--- src/rtl/pll_seq_pkg.sv ---
// -----------------------------------------------------------------------------
// pll_seq_pkg
//
// Shared definitions for the PLL lock sequencer:
//   - seq_state_t : 2-bit sequencer state, encoded as it appears on state_o.
//   - DEF_*       : default timing constants for the 27 MHz board clock.
//   - cnt_w()     : width of a counter that must hold 0..n-1 (never below 1).
// -----------------------------------------------------------------------------
package pll_seq_pkg;

    typedef enum logic [1:0] {
        ST_RST    = 2'd0,
        ST_WAIT   = 2'd1,
        ST_STABLE = 2'd2,
        ST_RUN    = 2'd3
    } seq_state_t;

    // 27 MHz board clock: 16-cycle reset pulse, 10 ms lock budget,
    // 100 us of continuous lock, 4-cycle dropout filter.
    localparam int unsigned DEF_RST_CYCLES    = 16;
    localparam int unsigned DEF_LOCK_TIMEOUT  = 270000;
    localparam int unsigned DEF_STABLE_CYCLES = 2700;
    localparam int unsigned DEF_GLITCH_CYCLES = 4;
    localparam int unsigned DEF_RETRY_W       = 8;

    // A counter running 0..n-1 needs clog2(n) bits; n=1 still needs one
    // bit so the register declaration stays legal.
    function automatic int unsigned cnt_w(input int unsigned n);
        int unsigned w;
        w = $clog2(n);
        if (w < 1) begin
            w = 1;
        end
        return w;
    endfunction

endpackage

--- src/rtl/pll_lock_sequencer_sync_2ff.sv ---
// -----------------------------------------------------------------------------
// sync_2ff
//
// Generic single-bit two-flop synchroniser. Both flops clear to 0 while
// i_rst_n is low, so a synchronised level always starts deasserted.
//
// Ports:
//   i_clk   : destination clock
//   i_rst_n : asynchronous active-low reset
//   i_d     : asynchronous input level
//   o_q     : i_d re-timed to i_clk, two cycles of latency
// -----------------------------------------------------------------------------
module sync_2ff (
    input  logic i_clk,
    input  logic i_rst_n,
    input  logic i_d,
    output logic o_q
);

    logic r_meta;
    logic r_sync;

    always_ff @(posedge i_clk or negedge i_rst_n) begin
        if (!i_rst_n) begin
            r_meta <= 1'b0;
            r_sync <= 1'b0;
        end else begin
            r_meta <= i_d;
            r_sync <= r_meta;
        end
    end

    assign o_q = r_sync;

endmodule

--- src/rtl/pll_lock_sequencer.sv ---
// -----------------------------------------------------------------------------
// pll_lock_sequencer
//
// Runs on the free-running 27 MHz board clock and owns the PLL reset input.
// It pulses pll_reset, waits for the (synchronised) PLL lock to stay high
// long enough, then releases the system reset. A lock that never settles
// within the attempt budget, or a lock dropout longer than the glitch
// filter while running, sends the sequence back to the PLL reset pulse and
// bumps a saturating retry counter.
//
// Ports:
//   clk        : 27 MHz free-running reference clock
//   resetn     : asynchronous active-low reset
//   pll_lock   : PLL LOCK output, asynchronous to clk
//   pll_reset  : PLL RESET input, active high (high in RST)
//   sys_resetn : system reset, active low, released only in RUN
//   locked     : high only in RUN
//   state_o    : current state (RST=0, WAIT=1, STABLE=2, RUN=3)
//   retry_cnt  : saturating count of PLL reset re-entries since reset
//
// All outputs are registered; they are loaded from the next-state decode so
// they change on the same edge as the state they describe.
// -----------------------------------------------------------------------------
module pll_lock_sequencer
    import pll_seq_pkg::*;
#(
    parameter int unsigned RST_CYCLES    = DEF_RST_CYCLES,
    parameter int unsigned LOCK_TIMEOUT  = DEF_LOCK_TIMEOUT,
    parameter int unsigned STABLE_CYCLES = DEF_STABLE_CYCLES,
    parameter int unsigned GLITCH_CYCLES = DEF_GLITCH_CYCLES,
    parameter int unsigned RETRY_W       = DEF_RETRY_W
) (
    input  logic               clk,
    input  logic               resetn,
    input  logic               pll_lock,
    output logic               pll_reset,
    output logic               sys_resetn,
    output logic               locked,
    output logic [1:0]         state_o,
    output logic [RETRY_W-1:0] retry_cnt
);

    localparam int unsigned RST_W = cnt_w(RST_CYCLES);
    localparam int unsigned TMO_W = cnt_w(LOCK_TIMEOUT);
    localparam int unsigned STB_W = cnt_w(STABLE_CYCLES);
    localparam int unsigned GLT_W = cnt_w(GLITCH_CYCLES);

    // Terminal values: each counter stops here and is cleared on the
    // transition it triggers, so it never increments past its last value.
    localparam logic [RST_W-1:0] RST_LAST = RST_W'(RST_CYCLES - 1);
    localparam logic [TMO_W-1:0] TMO_LAST = TMO_W'(LOCK_TIMEOUT - 1);
    localparam logic [STB_W-1:0] STB_LAST = STB_W'(STABLE_CYCLES - 1);
    localparam logic [GLT_W-1:0] GLT_LAST = GLT_W'(GLITCH_CYCLES - 1);
    localparam logic [RETRY_W-1:0] RETRY_MAX = {RETRY_W{1'b1}};

    logic               w_lock_s;

    seq_state_t         r_state;
    logic [RST_W-1:0]   r_rst_cnt;
    logic [TMO_W-1:0]   r_att_cnt;
    logic [STB_W-1:0]   r_stab_cnt;
    logic [GLT_W-1:0]   r_drop_cnt;
    logic [RETRY_W-1:0] r_retry;
    logic               r_pll_reset;
    logic               r_sys_resetn;
    logic               r_locked;

    seq_state_t         w_state_nxt;
    logic [RST_W-1:0]   w_rst_cnt_nxt;
    logic [TMO_W-1:0]   w_att_cnt_nxt;
    logic [STB_W-1:0]   w_stab_cnt_nxt;
    logic [GLT_W-1:0]   w_drop_cnt_nxt;
    logic               w_retry_inc;
    logic [RETRY_W-1:0] w_retry_nxt;

    sync_2ff u_lock_sync (
        .i_clk   (clk),
        .i_rst_n (resetn),
        .i_d     (pll_lock),
        .o_q     (w_lock_s)
    );

    // State and counter register.
    always_ff @(posedge clk or negedge resetn) begin
        if (!resetn) begin
            r_state      <= ST_RST;
            r_rst_cnt    <= '0;
            r_att_cnt    <= '0;
            r_stab_cnt   <= '0;
            r_drop_cnt   <= '0;
            r_retry      <= '0;
            r_pll_reset  <= 1'b1;
            r_sys_resetn <= 1'b0;
            r_locked     <= 1'b0;
        end else begin
            r_state      <= w_state_nxt;
            r_rst_cnt    <= w_rst_cnt_nxt;
            r_att_cnt    <= w_att_cnt_nxt;
            r_stab_cnt   <= w_stab_cnt_nxt;
            r_drop_cnt   <= w_drop_cnt_nxt;
            r_retry      <= w_retry_nxt;
            r_pll_reset  <= (w_state_nxt == ST_RST);
            r_sys_resetn <= (w_state_nxt == ST_RUN);
            r_locked     <= (w_state_nxt == ST_RUN);
        end
    end

    // Next-state and counter decode.
    always_comb begin
        w_state_nxt    = r_state;
        w_rst_cnt_nxt  = r_rst_cnt;
        w_att_cnt_nxt  = r_att_cnt;
        w_stab_cnt_nxt = r_stab_cnt;
        w_drop_cnt_nxt = r_drop_cnt;
        w_retry_inc    = 1'b0;

        case (r_state)
            ST_RST: begin
                // Lock is deliberately ignored while the PLL is held in reset.
                if (r_rst_cnt == RST_LAST) begin
                    w_state_nxt   = ST_WAIT;
                    w_rst_cnt_nxt = '0;
                    w_att_cnt_nxt = '0;
                end else begin
                    w_rst_cnt_nxt = r_rst_cnt + 1'b1;
                end
            end

            ST_WAIT, ST_STABLE: begin
                // The attempt budget spans WAIT and STABLE together and wins
                // over any lock-driven transition in the same cycle.
                if (r_att_cnt == TMO_LAST) begin
                    w_state_nxt    = ST_RST;
                    w_att_cnt_nxt  = '0;
                    w_stab_cnt_nxt = '0;
                    w_retry_inc    = 1'b1;
                end else begin
                    w_att_cnt_nxt = r_att_cnt + 1'b1;
                    if (r_state == ST_WAIT) begin
                        if (w_lock_s) begin
                            w_state_nxt    = ST_STABLE;
                            w_stab_cnt_nxt = '0;
                        end
                    end else if (!w_lock_s) begin
                        // Fall back to WAIT but keep the attempt timer running
                        // so a chattering lock still times out.
                        w_state_nxt    = ST_WAIT;
                        w_stab_cnt_nxt = '0;
                    end else if (r_stab_cnt == STB_LAST) begin
                        w_state_nxt    = ST_RUN;
                        w_stab_cnt_nxt = '0;
                    end else begin
                        w_stab_cnt_nxt = r_stab_cnt + 1'b1;
                    end
                end
            end

            ST_RUN: begin
                // Only an unbroken run of GLITCH_CYCLES low samples counts
                // as lock loss; any high sample restarts the filter.
                if (w_lock_s) begin
                    w_drop_cnt_nxt = '0;
                end else if (r_drop_cnt == GLT_LAST) begin
                    w_state_nxt    = ST_RST;
                    w_drop_cnt_nxt = '0;
                    w_retry_inc    = 1'b1;
                end else begin
                    w_drop_cnt_nxt = r_drop_cnt + 1'b1;
                end
            end

            default: begin
                w_state_nxt = ST_RST;
            end
        endcase
    end

    // Retry counter holds at all-ones instead of wrapping back to zero.
    always_comb begin
        w_retry_nxt = r_retry;
        if (w_retry_inc && (r_retry != RETRY_MAX)) begin
            w_retry_nxt = r_retry + 1'b1;
        end
    end

    assign pll_reset  = r_pll_reset;
    assign sys_resetn = r_sys_resetn;
    assign locked     = r_locked;
    assign state_o    = r_state;
    assign retry_cnt  = r_retry;

endmodule

--- config.mk ---
export PLATFORM = sky130hd
export DESIGN_NAME = pll_lock_sequencer
export DESIGN_NICKNAME = d
export VERILOG_FILES = /design/src/rtl/pll_seq_pkg.sv /design/src/rtl/pll_lock_sequencer_sync_2ff.sv /design/src/rtl/pll_lock_sequencer.sv
export SDC_FILE = /design/constraint.sdc
export NUM_CORES = 1
export LEC_CHECK = 0
export BUFFER_PORTS_ARGS = -buffer_cell sky130_fd_sc_hd__buf_2
export CORE_MARGIN = 2
export CORE_UTILIZATION = 65
export CTS_CLUSTER_DIAMETER = 120
export DETAILED_ROUTE_END_ITERATION = 10
export GPL_TIMING_DRIVEN = 0
export PLACE_DENSITY_LB_ADDON = 0.08
export SETUP_SLACK_MARGIN = 0.2
export SLEW_MARGIN = 10
export SYNTH_ARGS = -nofsm -noshare
export SYNTH_HDL_FRONTEND = slang
export SYNTH_HIERARCHICAL = 1
export SYNTH_SLANG_ARGS = --single-unit
--- constraint.sdc ---
create_clock -name clk -period 3.95 [get_ports clk]
set_clock_uncertainty 0.05 [all_clocks]
set_input_delay 0.5925 -clock clk [delete_from_list [all_inputs] [get_ports clk]]
set_output_delay 0.5925 -clock clk [all_outputs]
set_load 0.1 [all_outputs]
# [Word level (Yosys, flattened, before mapping)]
# Index checks and enable logic that the tools add are counted.
[word_totals] reg_bits=51 inputBits=3 out_inout_bits=13 wordCells=57
[op_classes] n_addsub=5 n_eq_ne=11 n_mux=24 reduce_logical=7
[ops] operator="two-way mux 12 bit" count=5
[ops] operator="two-way mux 19 bit" count=2
[ops] operator="case mux 19 bit (2 select lines)" count=1
[ops] operator="two-way mux 2 bit" count=10
[ops] operator="adder 19 x 1 -> 19 bit, second input constant" count=1
[ops] operator="== test 19 bit, second input constant" count=1
[ops] operator="adder 12 x 1 -> 12 bit, second input constant" count=1
[ops] operator="== test 12 bit, second input constant" count=1
[ops] operator="adder 8 x 1 -> 8 bit, second input constant" count=1
[ops] operator="== test 2 bit, second input constant" count=4
[ops] operator="inequality test 8 bit, second input constant" count=1
[ops] operator="case mux 2 bit (3 select lines)" count=1
[ops] operator="adder 4 x 1 -> 4 bit, second input constant" count=1
[ops] operator="== test 4 bit, second input constant" count=1
[ops] operator="zero test 2 bit" count=2
[ops] operator="two-way mux 4 bit" count=1
[ops] operator="AND reduction 2 bit" count=2
[ops] operator="two-way mux 1 bit" count=3
[ops] operator="inequality test 3 x 2 -> 1 bit, second input constant" count=1
[ops] operator="adder 2 x 1 -> 2 bit, second input constant" count=1
[ops] operator="== test 2 x 1 -> 1 bit, second input constant" count=1
[ops] operator="inequality test 2 bit, second input constant" count=1
[ops] operator="case mux 1 bit (2 select lines)" count=1
[ops] operator="nonzero test 2 bit" count=1
[ops] operator="2 further kinds" count=2

# [Depth between registers and ports, before layout]
# Gate-level depths: netlist (run 1).
[depth] ltp_word=7 ltp_mapped=10 ltp_nobuf=7

# [Modules after synthesis]
# Netlist (run 1), hierarchy kept.
[by_module_without_submodules] module="pll_lock_sequencer" n_inst=1 cells_per_inst=297 area_each_um2=2912.8 seq_area_each_um2=1227.4
[by_module_without_submodules] module="sync_2ff" n_inst=1 cells_per_inst=2 area_each_um2=50.0 seq_area_each_um2=50.0

# [Worst setup path after synthesis (run 1)]
# Ideal clock, no wire load.
[synth_path] path_type="reg2reg" startpoint="register r_state[1] (netlist: state_o[1])" endpoint="register r_retry[1] (netlist: retry_cnt[1])" setup_time_ps=128 arrival_time_ps=2474 required_time_ps=3772 path_slack_ps=1297 stages_incl_launch_ff=7 path_buffers=0 period_less_slack_ps=2653 cell_sequence="dfrtp_1 > inv_1 > ha_1 > inv_1 > o32ai_4 > nand2_1 > mux2_1"
[synth_via] elab_chain_cells=4 elab_cells_between_ends=6 classes_between="eq/ne (3); mux (1); reduce/logical (2)"
[synth_rtl] element="start, declared" line="pll_lock_sequencer.sv:58" text="seq_state_t r_state;"
[synth_rtl] element="start signal, assigned" line="pll_lock_sequencer.sv:96" text="r_state <= w_state_nxt;"
[synth_rtl] element="== test 2 x 1 -> 1 bit / == test 2 bit (equally long branches)" line="pll_lock_sequencer.sv:117" text="case (r_state)"
[synth_rtl] element="OR reduction 2 bit" line="pll_lock_sequencer.sv:117"
[synth_rtl] element="case mux 1 bit (2 select lines) *" line="pll_lock_sequencer.sv:117"
[synth_rtl] element="logical AND 1 bit *" line="pll_lock_sequencer.sv:181" text="if (w_retry_inc && (r_retry != RETRY_MAX)) begin"
[synth_rtl] element="end signal, assigned" line="pll_lock_sequencer.sv:101" text="r_retry <= w_retry_nxt;"
[synth_rtl] element="end, declared" line="pll_lock_sequencer.sv:63" text="logic [RETRY_W-1:0] r_retry;"
# Mark *: on every way between the ends. The rest lies on a longest branch, timed or not.
# A chain may end at the register's enable or synchronous reset.

# [Worst setup path after layout (run 1)]
[layout_path] startpoint="register r_state[1] (netlist: state_o[1])" endpoint="register r_att_cnt[18]"
[layout_via] elab_chain_cells=4 elab_cells_between_ends=8 classes_between="eq/ne (3); mux (1); reduce/logical (4)"
[layout_rtl] element="== test 2 x 1 -> 1 bit / == test 2 bit (equally long branches)" line="pll_lock_sequencer.sv:117"
[layout_rtl] element="OR reduction 2 bit" line="pll_lock_sequencer.sv:117"
[layout_rtl] element="nonzero test 2 bit (no line)"
[layout_rtl] element="AND reduction 2 bit (no line)"
[layout_rtl] element="end signal, assigned" line="pll_lock_sequencer.sv:98" text="r_att_cnt <= w_att_cnt_nxt;"
[layout_rtl] element="end, declared" line="pll_lock_sequencer.sv:60" text="logic [TMO_W-1:0] r_att_cnt;"
# Parallel ways exist; a longest one is shown, timed or not.

==> impl_metrics.yaml, run 1 <==
run_status:
  status: "finished clean"
final_layout:
  diodes: 0
  fillers: 339
  synthToLayoutAreaGrowth_pct: 8.319
  final_area_mm2: 0.003209
  fin_nets: 333
  final_util: 0.7320
  instances_no_fill: 374
  drive_above_1_share: 0.1584
synth:
  synthMuxAreaShare: 0.02872
  ys_seq_area_frac: 0.4312
  synth_warnings: 6
  async_flop_share: 1.000
  synthCells: 299
  synth_compound_area_frac: 0.1613
  syn_nets: 311
  synth_top_family_by_area: "simple AND/OR/NAND/NOR gates"
  synth_edf_count: 0
  synth_area_per_cell_um2: 9.909
  ys_ff_latch: 51
  synth_xor_area_frac: 0.04434
  synth_area_leaders: "dfrtp_1, xnor2_1, nand3_1"
  ys.flop_type: "dfrtp_1"
  post-synth-top-count-cell: "dfrtp_1"
  netlist.area_leader.share: 0.4223
  synthAdderAreaFrac: 0.03801
  syn_area_mm2: 0.002963
  synthSimpleGateAreaFrac: 0.2508
  synth_common_cells: "dfrtp_1, nand3_1, nor2_1"
  synth_top_cell_by_area: "dfrtp_1"
  synth_cell_types: 59
detailed_routing:
  via_per_inst: 6.353
  wire_per_inst_um: 15.82
  routed_wirelength_um: 5918
  drc: 0
  ant_nets: 0
  drt_first_iter_violations: 172
  dr.pass1.iters: 5
  vias: 2376
sta:
  whs_ps: 224.7
  setup_tns_ps: 0
  min_period_ps: 2360
  maxSlewHeadroom: 0.5187
  worst_slack_ps: 1590
  worst_slew_pin_slew_ps: 720.7
  rsz0062_at_grt: "false"
  setup_viol: 0
  fmax_ghz: 0.4237
  fin_crit_sh: 0.5975
  hold_viol: 0
  drv_slew: 0
placed_design:
  dpl.hpwl_um: 4148
  gp_congestion: 0.8937
  placed_cell_area_mm2: 0.003103
  dpl.cell_count: 366
  dp_worst_setup_slack_ps: 1627
  io_buffers: 15
worst_setup_path:
  endpoint: "r_att_cnt[18]$_DFFE_PN0P_"
  startpoint: "state_o[1]$_DFF_PN0_"
  worstSetupPathType: "reg -> reg"
  reg2reg_to: "r_att_cnt[18]$_DFFE_PN0P_"
  cp.arrival_ps: 2550
  critical_path.max_stage_delay_ps: 530
  path_max_fanout: 10
  reg2reg_from: "state_o[1]$_DFF_PN0_"
  slowest_stage: "a21boi_2"
  worst_r2r_path_depth: 7
  path_common_cell: "nor2_1"
  end_kind: "register"
  rrSetupSlack_ps: 1590
  cp_data_required_time_ps: 4140
  critPathLaunchType: "register"
  crit_chain: "inv_1 > ha_1 > nand4_1 > a21boi_2 > clkbuf_1 > nor2_1 > nor2_1"
global_route:
  grt_pass1_wl_um: 10270
  antenna_found_initial: 0
  gr-usage-all-layers: 0.2517
  grt_max_degree: 52
  grt_pass1_vias: 2249
  grt_overflow: 0
pwr:
  leakagePower_nw: 1.390
  ir_drop_mv: 0.3435
  p_per_area_mw_per_mm2: 590.2
  finalPower_mw: 1.894
floorplanning:
  rows: 24
  ios: 16
  die_y_um: 71.52
  die_w_um: 71.52
  initial_core_util: 0.6758
  dieArea_mm2: 0.005114
  core_area_mm2: 0.004384
clock_tree:
  postCtsHoldBufs: 0
  path_clk_slew_ps: 100
  h-tree-depth: 2
  cts.sink_count: 51
  cts-resized-gates: 0
  cts_tree: "yes"
  clock_latency_ps: 320
  cts_buffer_depth: 2
  post_cts_buffers: 0
  cts_inserted_buffers: 5
  cts-root-buf: "clkbuf_8"
job:
  drv_cap: 0
worst_hold_path:
  hold_class: "in -> async"
==> cell usage in the layout, fill, tap and decap left out, types with 5 or more instances in the layout <==
master    synthesis  final
a21o_1            5      5
ha_1              9      9
a22oi_1           9      9
nor3_1            5      5
and3_1            7      7
buf_2             3     17
or3_1             7      7
clkbuf_8          0      7
nand3_1          23     23
dfrtp_1          50     50
nor2_1           21     21
inv_1            13     13
o21ai_0          16     16
xnor2_1          15     15
a21oi_1           9      9
nand4_1          11     11
nand2_1          18     18
==> critical path, delay by kind of cell (launching register included) <==
| family | cells | cell delay, ps |
|---|---|---|
| flops | 1 | 440 |
| compound gates | 1 | 530 |
| simple gates | 3 | 520 |
| buf+inv | 2 | 530 |
| fa+ha+maj | 1 | 230 |
==> cell families (layout without fill, tap and decap cells) <==
logic type               after synthesis  in the layout
buffers and inverters                 26             49
AND/OR/NAND/NOR                      123            123
adder cells (fa/ha/maj)                9              9
multiplexers                           8              8
XOR/XNOR                              15             15
flip-flops                            51             51
AO/OA/AOI/OAI                         67             67
==> metal layers <==
layer / vias to the layer above / track usage / routed length [um]
li1: 1149 / - / -
met1: 1158 / 0.3442 / 2726
met2: 62 / 0.4074 / 2869
met3: 7 / 0.03797 / 238
met4: 0 / 0.09644 / 84
met5: - / 0 / 0
==> report_power, final <==
| part | internal, mW | total (mW) | switching (mW) |
|---|---|---|---|
| Sequential | 0.603 | 0.689 | 0.0856 |
| Combinational | 0.269 | 0.867 | 0.598 |
| Clock | 0.160 | 0.338 | 0.179 |
==> final cells by class <==
type,count,area (um2),share of cell area
timing repair buffer,15,77.57,0.02417
tap,52,65.06,0.02027
multi-input combinational,222,1550,0.4830
clock inverter,1,7.507,0.002339
buffer,13,86.33,0.02690
inverter,13,48.80,0.01520
sequential,51,1277,0.3981
clock buffer,7,96.34,0.03002
==> sequential cells by signal, summed over array words and instances, names as in the netlist <==
| register | flops |
|---|---|
| locked | 1 |
| pll_reset | 1 |
| r_att_cnt | 19 |
| r_drop_cnt | 2 |
| r_rst_cnt | 4 |
| r_stab_cnt | 12 |
| retry_cnt | 8 |
| state_o | 2 |
| u_lock_sync/o_q | 1 |
| u_lock_sync/r_meta | 1 |
==> worst min path at each step <==
stage,start,cells after the start,to
final,resetn,1,r_att_cnt[10]$_DFFE_PN0P_
after CTS,u_lock_sync/r_meta$_DFF_PN0_,0,u_lock_sync/o_q$_DFF_PN0_
after global routing,resetn,1,r_att_cnt[14]$_DFFE_PN0P_
after detailed placement,u_lock_sync/r_meta$_DFF_PN0_,0,u_lock_sync/o_q$_DFF_PN0_
after global placement,u_lock_sync/r_meta$_DFF_PN0_,0,u_lock_sync/o_q$_DFF_PN0_
after floorplan,resetn,0,locked$_DFF_PN0_
Power figures use the tool's default switching activity.
==> inputs of run 2 (changes only) <==
--- a/config.mk
+++ b/config.mk
@@ -5,9 +5,10 @@
 export SDC_FILE = /design/constraint.sdc
 export NUM_CORES = 1
 export LEC_CHECK = 0
+export ABC_AREA = 1
 export BUFFER_PORTS_ARGS = -buffer_cell sky130_fd_sc_hd__buf_2
 export CORE_MARGIN = 2
-export CORE_UTILIZATION = 65
+export CORE_UTILIZATION = 61
 export CTS_CLUSTER_DIAMETER = 120
 export DETAILED_ROUTE_END_ITERATION = 10
 export GPL_TIMING_DRIVEN = 0
==> constraint.sdc (replaced) <==
create_clock -name clk -period 2.2 [get_ports clk]
set_clock_uncertainty 0.05 [all_clocks]
set_input_delay 0.33 -clock clk [delete_from_list [all_inputs] [get_ports clk]]
set_output_delay 0.33 -clock clk [all_outputs]
set_load 0.1 [all_outputs]
==> run 2 against run 1 <==
- the run now ends with negative hold slack left
- worst hold slack got worse by 230 ps
- routed wire length increased by 11%
- cell area increased by 9.9%
- clock-buffer cell count decreased by 1
- total power increased by 100%
- sequential share of layout area decreased by 3.3 points
- highest routed layer unchanged
==> impl_metrics.yaml, run 2 <==
pwr:
  power_frac_seq: 0.325
  p_per_area_mw_per_mm2: 1086
  p_comb_frac: 0.494
  clkPwrFrac: 0.181
  swShare: 0.4722
  p_switching_mw: 1.808
  leakagePower_nw: 1.721
  ir_drop_mv: 0.9017
  p_int_mw: 2.021
placed_design:
  dp_worst_setup_slack_ps: 186.3
  io_buffers: 15
  dpl.hpwl_um: 4784
  gp_congestion: 0.9354
clock_tree:
  cts_buffer_depth: 2
  path_clk_slew_ps: 90
  h-tree-depth: 2
  cts_tree: "yes"
  cts_inserted_buffers: 5
  clock_latency_ps: 310
  cts.sink_count: 51
  cts-root-buf: "clkbuf_8"
worst_hold_path:
  hold_class: "in -> async"
run_status:
  violations: "negative hold slack"
  status: "finished, violations left"
sta:
  whs_ps: -7.744
  min_period_ps: 1889
  drv_slew: 0
  setup_viol: 0
  maxSlewHeadroom: 0.5761
  rsz0062_at_grt: "false"
  setup_tns_ps: 0
  fmax_ghz: 0.5293
  worst_slew_pin_slew_ps: 635.9
  hold_viol: 25
  fin_crit_sh: 0.8588
  worst_slack_ps: 310.6
floorplanning:
  initial_core_util: 0.6275
  die_w_um: 76.25
  rows: 26
  dieArea_mm2: 0.005814
  core_area_mm2: 0.005075
  ios: 16
  die_y_um: 76.25
synth:
  synth_cell_types: 37
  ys_seq_area_frac: 0.4012
  async_flop_share: 1.000
  synthMuxAreaShare: 0.007073
  synth_area_per_cell_um2: 7.510
  synth_compound_area_frac: 0.08291
  synth_common_cells: "nand2_1, dfrtp_1, inv_1, nor2_1, nand3_1"
  synth_top_cell_by_area: "dfrtp_1"
  post-synth-top-count-cell: "nand2_1"
  synth_warnings: 6
  syn_nets: 436
  synth_top_family_by_area: "simple AND/OR/NAND/NOR gates"
  synth_area_leaders: "dfrtp_1, nand2_1, nand3_1"
  syn_area_mm2: 0.003184
  synth_edf_count: 0
  synthAdderAreaFrac: 0.03536
  netlist.area_leader.share: 0.3929
  synthCells: 424
  ys.flop_type: "dfrtp_1"
  ys_ff_latch: 51
  synthSimpleGateAreaFrac: 0.3544
  synth_xor_area_frac: 0.03576
global_route:
  grt_pass1_wl_um: 11640
  antenna_found_initial: 0
  grt_pass1_vias: 2612
  grt_overflow: 0
  grt_max_degree: 52
  gr-usage-all-layers: 0.2476
final_layout:
  drive_above_1_share: 0.1626
  regMostFlops: "r_att_cnt"
  fin_nets: 460
  final_common_cell: "nand2_1"
  largest_register_ffs: 19
  fillers: 449
  final_util: 0.6950
  synthToLayoutAreaGrowth_pct: 10.77
  diodes: 0
  final_cell_mix: "nand2_1, inv_1, nor2_1, nand3_1, dfrtp_1"
worst_setup_path:
  cp_data_required_time_ps: 2350
  critPathLaunchType: "register"
  worstSetupPathType: "reg -> reg"
  rrSetupSlack_ps: 310
  cp.arrival_ps: 2040
  path_max_fanout: 10
  end_kind: "register"
  worst_r2r_path_depth: 9
detailed_routing:
  ant_nets: 0
  drt_first_iter_violations: 146
  vias: 2762
  dr.pass1.iters: 4
  routed_wirelength_um: 6551
  via_per_inst: 5.322
  wire_per_inst_um: 12.62
  drc: 0
job:
  drv_cap: 0
==> run 2: cell types whose count changed in the layout (fill, tap and decap cells not counted), sizes merged, moves of 5 or more <==
cell   change
or3        -7
nand3     +25
a21o       -5
nor2      +32
o21ai      +7
inv       +42
xnor2     -11
and3       -6
nor4b      -5
a22oi      -9
xor2       +9
nand2     +92
nor3       +6
==> run 2: kinds of logic after synthesis <==
| kind of cell | count (synthesis) |
|---|---|
| muxes | 2 |
| DFF | 51 |
| AOI/OAI and AO/OA | 44 |
| buffers and inverters | 63 |
| xor gates and xnor gates | 13 |
| adders and majority gates | 9 |
| and+or+nand+nor | 242 |
==> run 2: worst max-delay path, stage by stage, from the launching register on <==
cell and delay [ps]:
dfrtp_4 460, inv_1 90, ha_4 160, clkbuf_8 160
o21ai_4 210, inv_1 110, clkbuf_4 200, nand2_1 90
xor2_1 190, nor2_1 60
==> run 2: power groups by stage <==
stage | combinational [mW] | clock, mW | sequential (mW)
3_5_place_dp | 1.82 | 0 | 1.26
2_1_floorplan | 1.13 | 0 | 1.55
5_1_grt | 2.10 | 0.747 | 1.27
6_report | 1.89 | 0.693 | 1.24
4_1_cts | 1.86 | 0.719 | 1.24
3_3_place_gp | 1.78 | 0 | 1.25
==> run 2: per-layer routing <==
metal | part of all wire | GRT usage | up-vias
li1 | - | - | 1415
met1 | 0.48 | 0.3266 | 1301
met2 | 0.48 | 0.4062 | 39
met3 | 0.027 | 0.03436 | 7
met4 | 0.016 | 0.1145 | 0
met5 | 0 | 0 | -
==> run 2: through the flow <==
| step | area [um2] | instances | power [mW] |
|---|---|---|---|
| floorplan | 3214 | 424 | 2.683 |
| global placement | 3377 | 509 | 3.030 |
| detailed placement | 3377 | 509 | 3.081 |
| CTS | 3510 | 518 | 3.827 |
| global route | 3527 | 519 | 4.124 |
| finish | 3527 | 519 | 3.829 |
==> run 2: layout make-up <==
type / instances / area (um2) / area share
inverters: 54 / 202.7 / 0.05747
flip-flops and latches: 51 / 1287 / 0.3650
clock buffers: 6 / 82.58 / 0.02341
plain buffers: 9 / 66.31 / 0.01880
multi-input cells: 310 / 1669 / 0.4732
repair buffers: 17 / 92.59 / 0.02625
well taps: 70 / 87.58 / 0.02483
clock inverters: 2 / 38.79 / 0.01100
==> run 2: timing repair <==
action,CTS,global route
setup buffers,1,1
resized for setup,2,5
hold buffers,0,0
pin swaps,1,1
endpoints found under the setup margin,16,19
==> run 2: final timing paths <==
check	to	startpoint
setup / recovery	r_att_cnt[2]$_DFFE_PN0P_	state_o[1]$_DFF_PN0_
max in group asynchronous	state_o[0]$_DFF_PN0_	resetn
hold reg to reg	u_lock_sync/o_q$_DFF_PN0_	u_lock_sync/r_meta$_DFF_PN0_
hold / removal	r_stab_cnt[5]$_DFFE_PN0P_	resetn
min in group clk	u_lock_sync/r_meta$_DFF_PN0_	pll_lock
setup reg to reg	r_att_cnt[2]$_DFFE_PN0P_	state_o[1]$_DFF_PN0_
==> inputs of run 3 (changes only) <==
--- a/config.mk
+++ b/config.mk
@@ -13,6 +13,7 @@
 export DETAILED_ROUTE_END_ITERATION = 10
 export GPL_TIMING_DRIVEN = 0
 export PLACE_DENSITY_LB_ADDON = 0.08
+export RECOVER_POWER = 25
 export SETUP_SLACK_MARGIN = 0.2
 export SLEW_MARGIN = 10
 export SYNTH_ARGS = -nofsm -noshare
==> run 3 against run 2 <==
- the flow now finishes without violations
- clock power barely moved
- first-iteration DRC count did not move
- sequential cell count did not move
- register-to-register slack barely moved
- clock-buffer cell count did not move
- maximum frequency rose by 0.22%
- cell area barely moved
- global-route usage did not move
- routed wire length barely moved
- sequential power barely moved
- critical path depth did not move
- combinational power barely moved
- critical path type unchanged
- critical endpoint unchanged
- largest cell class unchanged
==> impl_metrics.yaml, run 3 (synthesis results as in run 2) <==
clock_tree:
  cts_inserted_buffers: 5
  cts_buffer_depth: 2
  clock_latency_ps: 310
  cts_tree: "yes"
  path_clk_slew_ps: 90
  h-tree-depth: 2
  cts.sink_count: 51
  cts-root-buf: "clkbuf_8"
sta:
  fin_crit_sh: 0.8569
  worst_slew_pin_slew_ps: 1261
  maxSlewHeadroom: 0.1596
  drv_slew: 0
  worst_slack_ps: 314.8
  setup_viol: 0
  min_period_ps: 1885
  whs_ps: 70.34
  rsz0062_at_grt: "false"
  fmax_ghz: 0.5304
  setup_tns_ps: 0
  hold_viol: 0
floorplanning:
  die_w_um: 76.25
  die_y_um: 76.25
  core_area_mm2: 0.005075
  rows: 26
  initial_core_util: 0.6275
  ios: 16
  dieArea_mm2: 0.005814
placed_design:
  dpl.hpwl_um: 4784
  dp_worst_setup_slack_ps: 186.3
  io_buffers: 15
  gp_congestion: 0.9354
final_layout:
  multi_input_area_mm2: 0.001669
  final_common_cell: "nand2_1"
  drive_above_1_share: 0.1626
  largest_register_ffs: 19
  final-seq-area_mm2: 0.001287
  diodes: 0
  regMostFlops: "r_att_cnt"
  fillers: 450
  fin_nets: 460
  final_cell_mix: "nand2_1, inv_1, nor2_1, nand3_1, dfrtp_1"
  synthToLayoutAreaGrowth_pct: 10.69
pwr:
  swShare: 0.4719
  p_per_area_mw_per_mm2: 1085
  clkPwrFrac: 0.181
  ir_drop_mv: 0.9017
  p_comb_frac: 0.493
  p_int_mw: 2.021
  p_switching_mw: 1.805
  leakagePower_nw: 1.720
  power_frac_seq: 0.325
worst_setup_path:
  crit_chain: "inv_1 > ha_4 > clkbuf_8 > o21ai_4 > inv_1 > clkbuf_4 > nand2_1 > xor2_1 > nor2_1"
  slowest_stage: "dfrtp_4"
  rrSetupSlack_ps: 310
  critPathLaunchType: "register"
  critical_path.max_stage_delay_ps: 460
  critPathBufInv: 4
  end_kind: "register"
  worstSetupPathType: "reg -> reg"
  cp.arrival_ps: 2040
  cp_data_required_time_ps: 2350
  path_common_cell: "inv_1"
  cp_top_family: "buffers and inverters"
  path_max_fanout: 10
global_route:
  grt_pass1_vias: 2612
  grt_overflow: 0
  antenna_found_initial: 0
  gr-usage-all-layers: 0.2476
  grt_max_degree: 52
  grt_pass1_wl_um: 11640
detailed_routing:
  drt_first_iter_violations: 146
  dr.pass1.iters: 4
  drc: 0
  routed_wirelength_um: 6545
  via_per_inst: 5.314
  vias: 2758
  wire_per_inst_um: 12.61
  ant_nets: 0
run_status:
  status: "finished clean"
worst_hold_path:
  hold_class: "in -> reg"
job:
  drv_cap: 0
[run 3: power by group through the flow]
stage	clock network [mW]	registers [mW]	logic [mW]
floorplan	0	1.55	1.13
global placement	0	1.25	1.78
detailed placement	0	1.26	1.82
CTS	0.719	1.24	1.86
global route	0.747	1.27	2.10
finish	0.693	1.24	1.89
[run 3: cell type report]
cell class | instances | share of cell area
tap | 70 | 0.02485
sequential | 51 | 0.3653
inverter | 54 | 0.05751
multi-input combinational | 310 | 0.4736
timing repair buffer | 17 | 0.02556
clock inverter | 2 | 0.01100
buffer | 9 | 0.01881
clock buffer | 6 | 0.02343
[run 3: worst register-to-register path: cells and delay by family (launching register included)]
kind | cells | cell delay (ps)
fa+ha+maj | 1 | 160
simple gates | 2 | 150
buf+inv | 4 | 560
compound gates | 1 | 220
xor+xnor | 1 | 190
flops | 1 | 460
[run 3: worst paths after layout]
check,cells after the start,from,endpoint
min in group asynchronous,1,resetn,r_stab_cnt[5]$_DFFE_PN0P_
max reg2reg,9,state_o[1]$_DFF_PN0_,r_att_cnt[2]$_DFFE_PN0P_
min,1,pll_lock,u_lock_sync/r_meta$_DFF_PN0_
max in group asynchronous,1,resetn,state_o[0]$_DFF_PN0_
min reg2reg,0,u_lock_sync/r_meta$_DFF_PN0_,u_lock_sync/o_q$_DFF_PN0_
max,9,state_o[1]$_DFF_PN0_,r_att_cnt[2]$_DFFE_PN0P_
[run 3: per-stage QoR]
step	utilization	area (um2)	std cells	total power, mW
floorplan	-	3214	424	2.683
global placement	0.6654	3377	509	3.030
detailed placement	0.6654	3377	509	3.081
CTS	0.6916	3510	518	3.827
global route	0.6945	3525	519	4.124
finish	0.6945	3525	519	3.826
[run 3: what timing repair did]
action | CTS | global route
buffers inserted | 1 | 1
hold buffers | 0 | 0
pin swaps | 1 | 1
endpoints found under the setup margin | 16 | 19
resized for setup | 2 | 5
cloned | 0 | 0
[run 3: metal layers]
metal  vias to the layer above  routed length, um  GRT usage
met5                         -                  0          0
met4                         0                102     0.1145
met3                         7                185    0.03436
met2                        39               3151     0.4062
met1                      1297               3106     0.3266
li1                       1415                  -          -
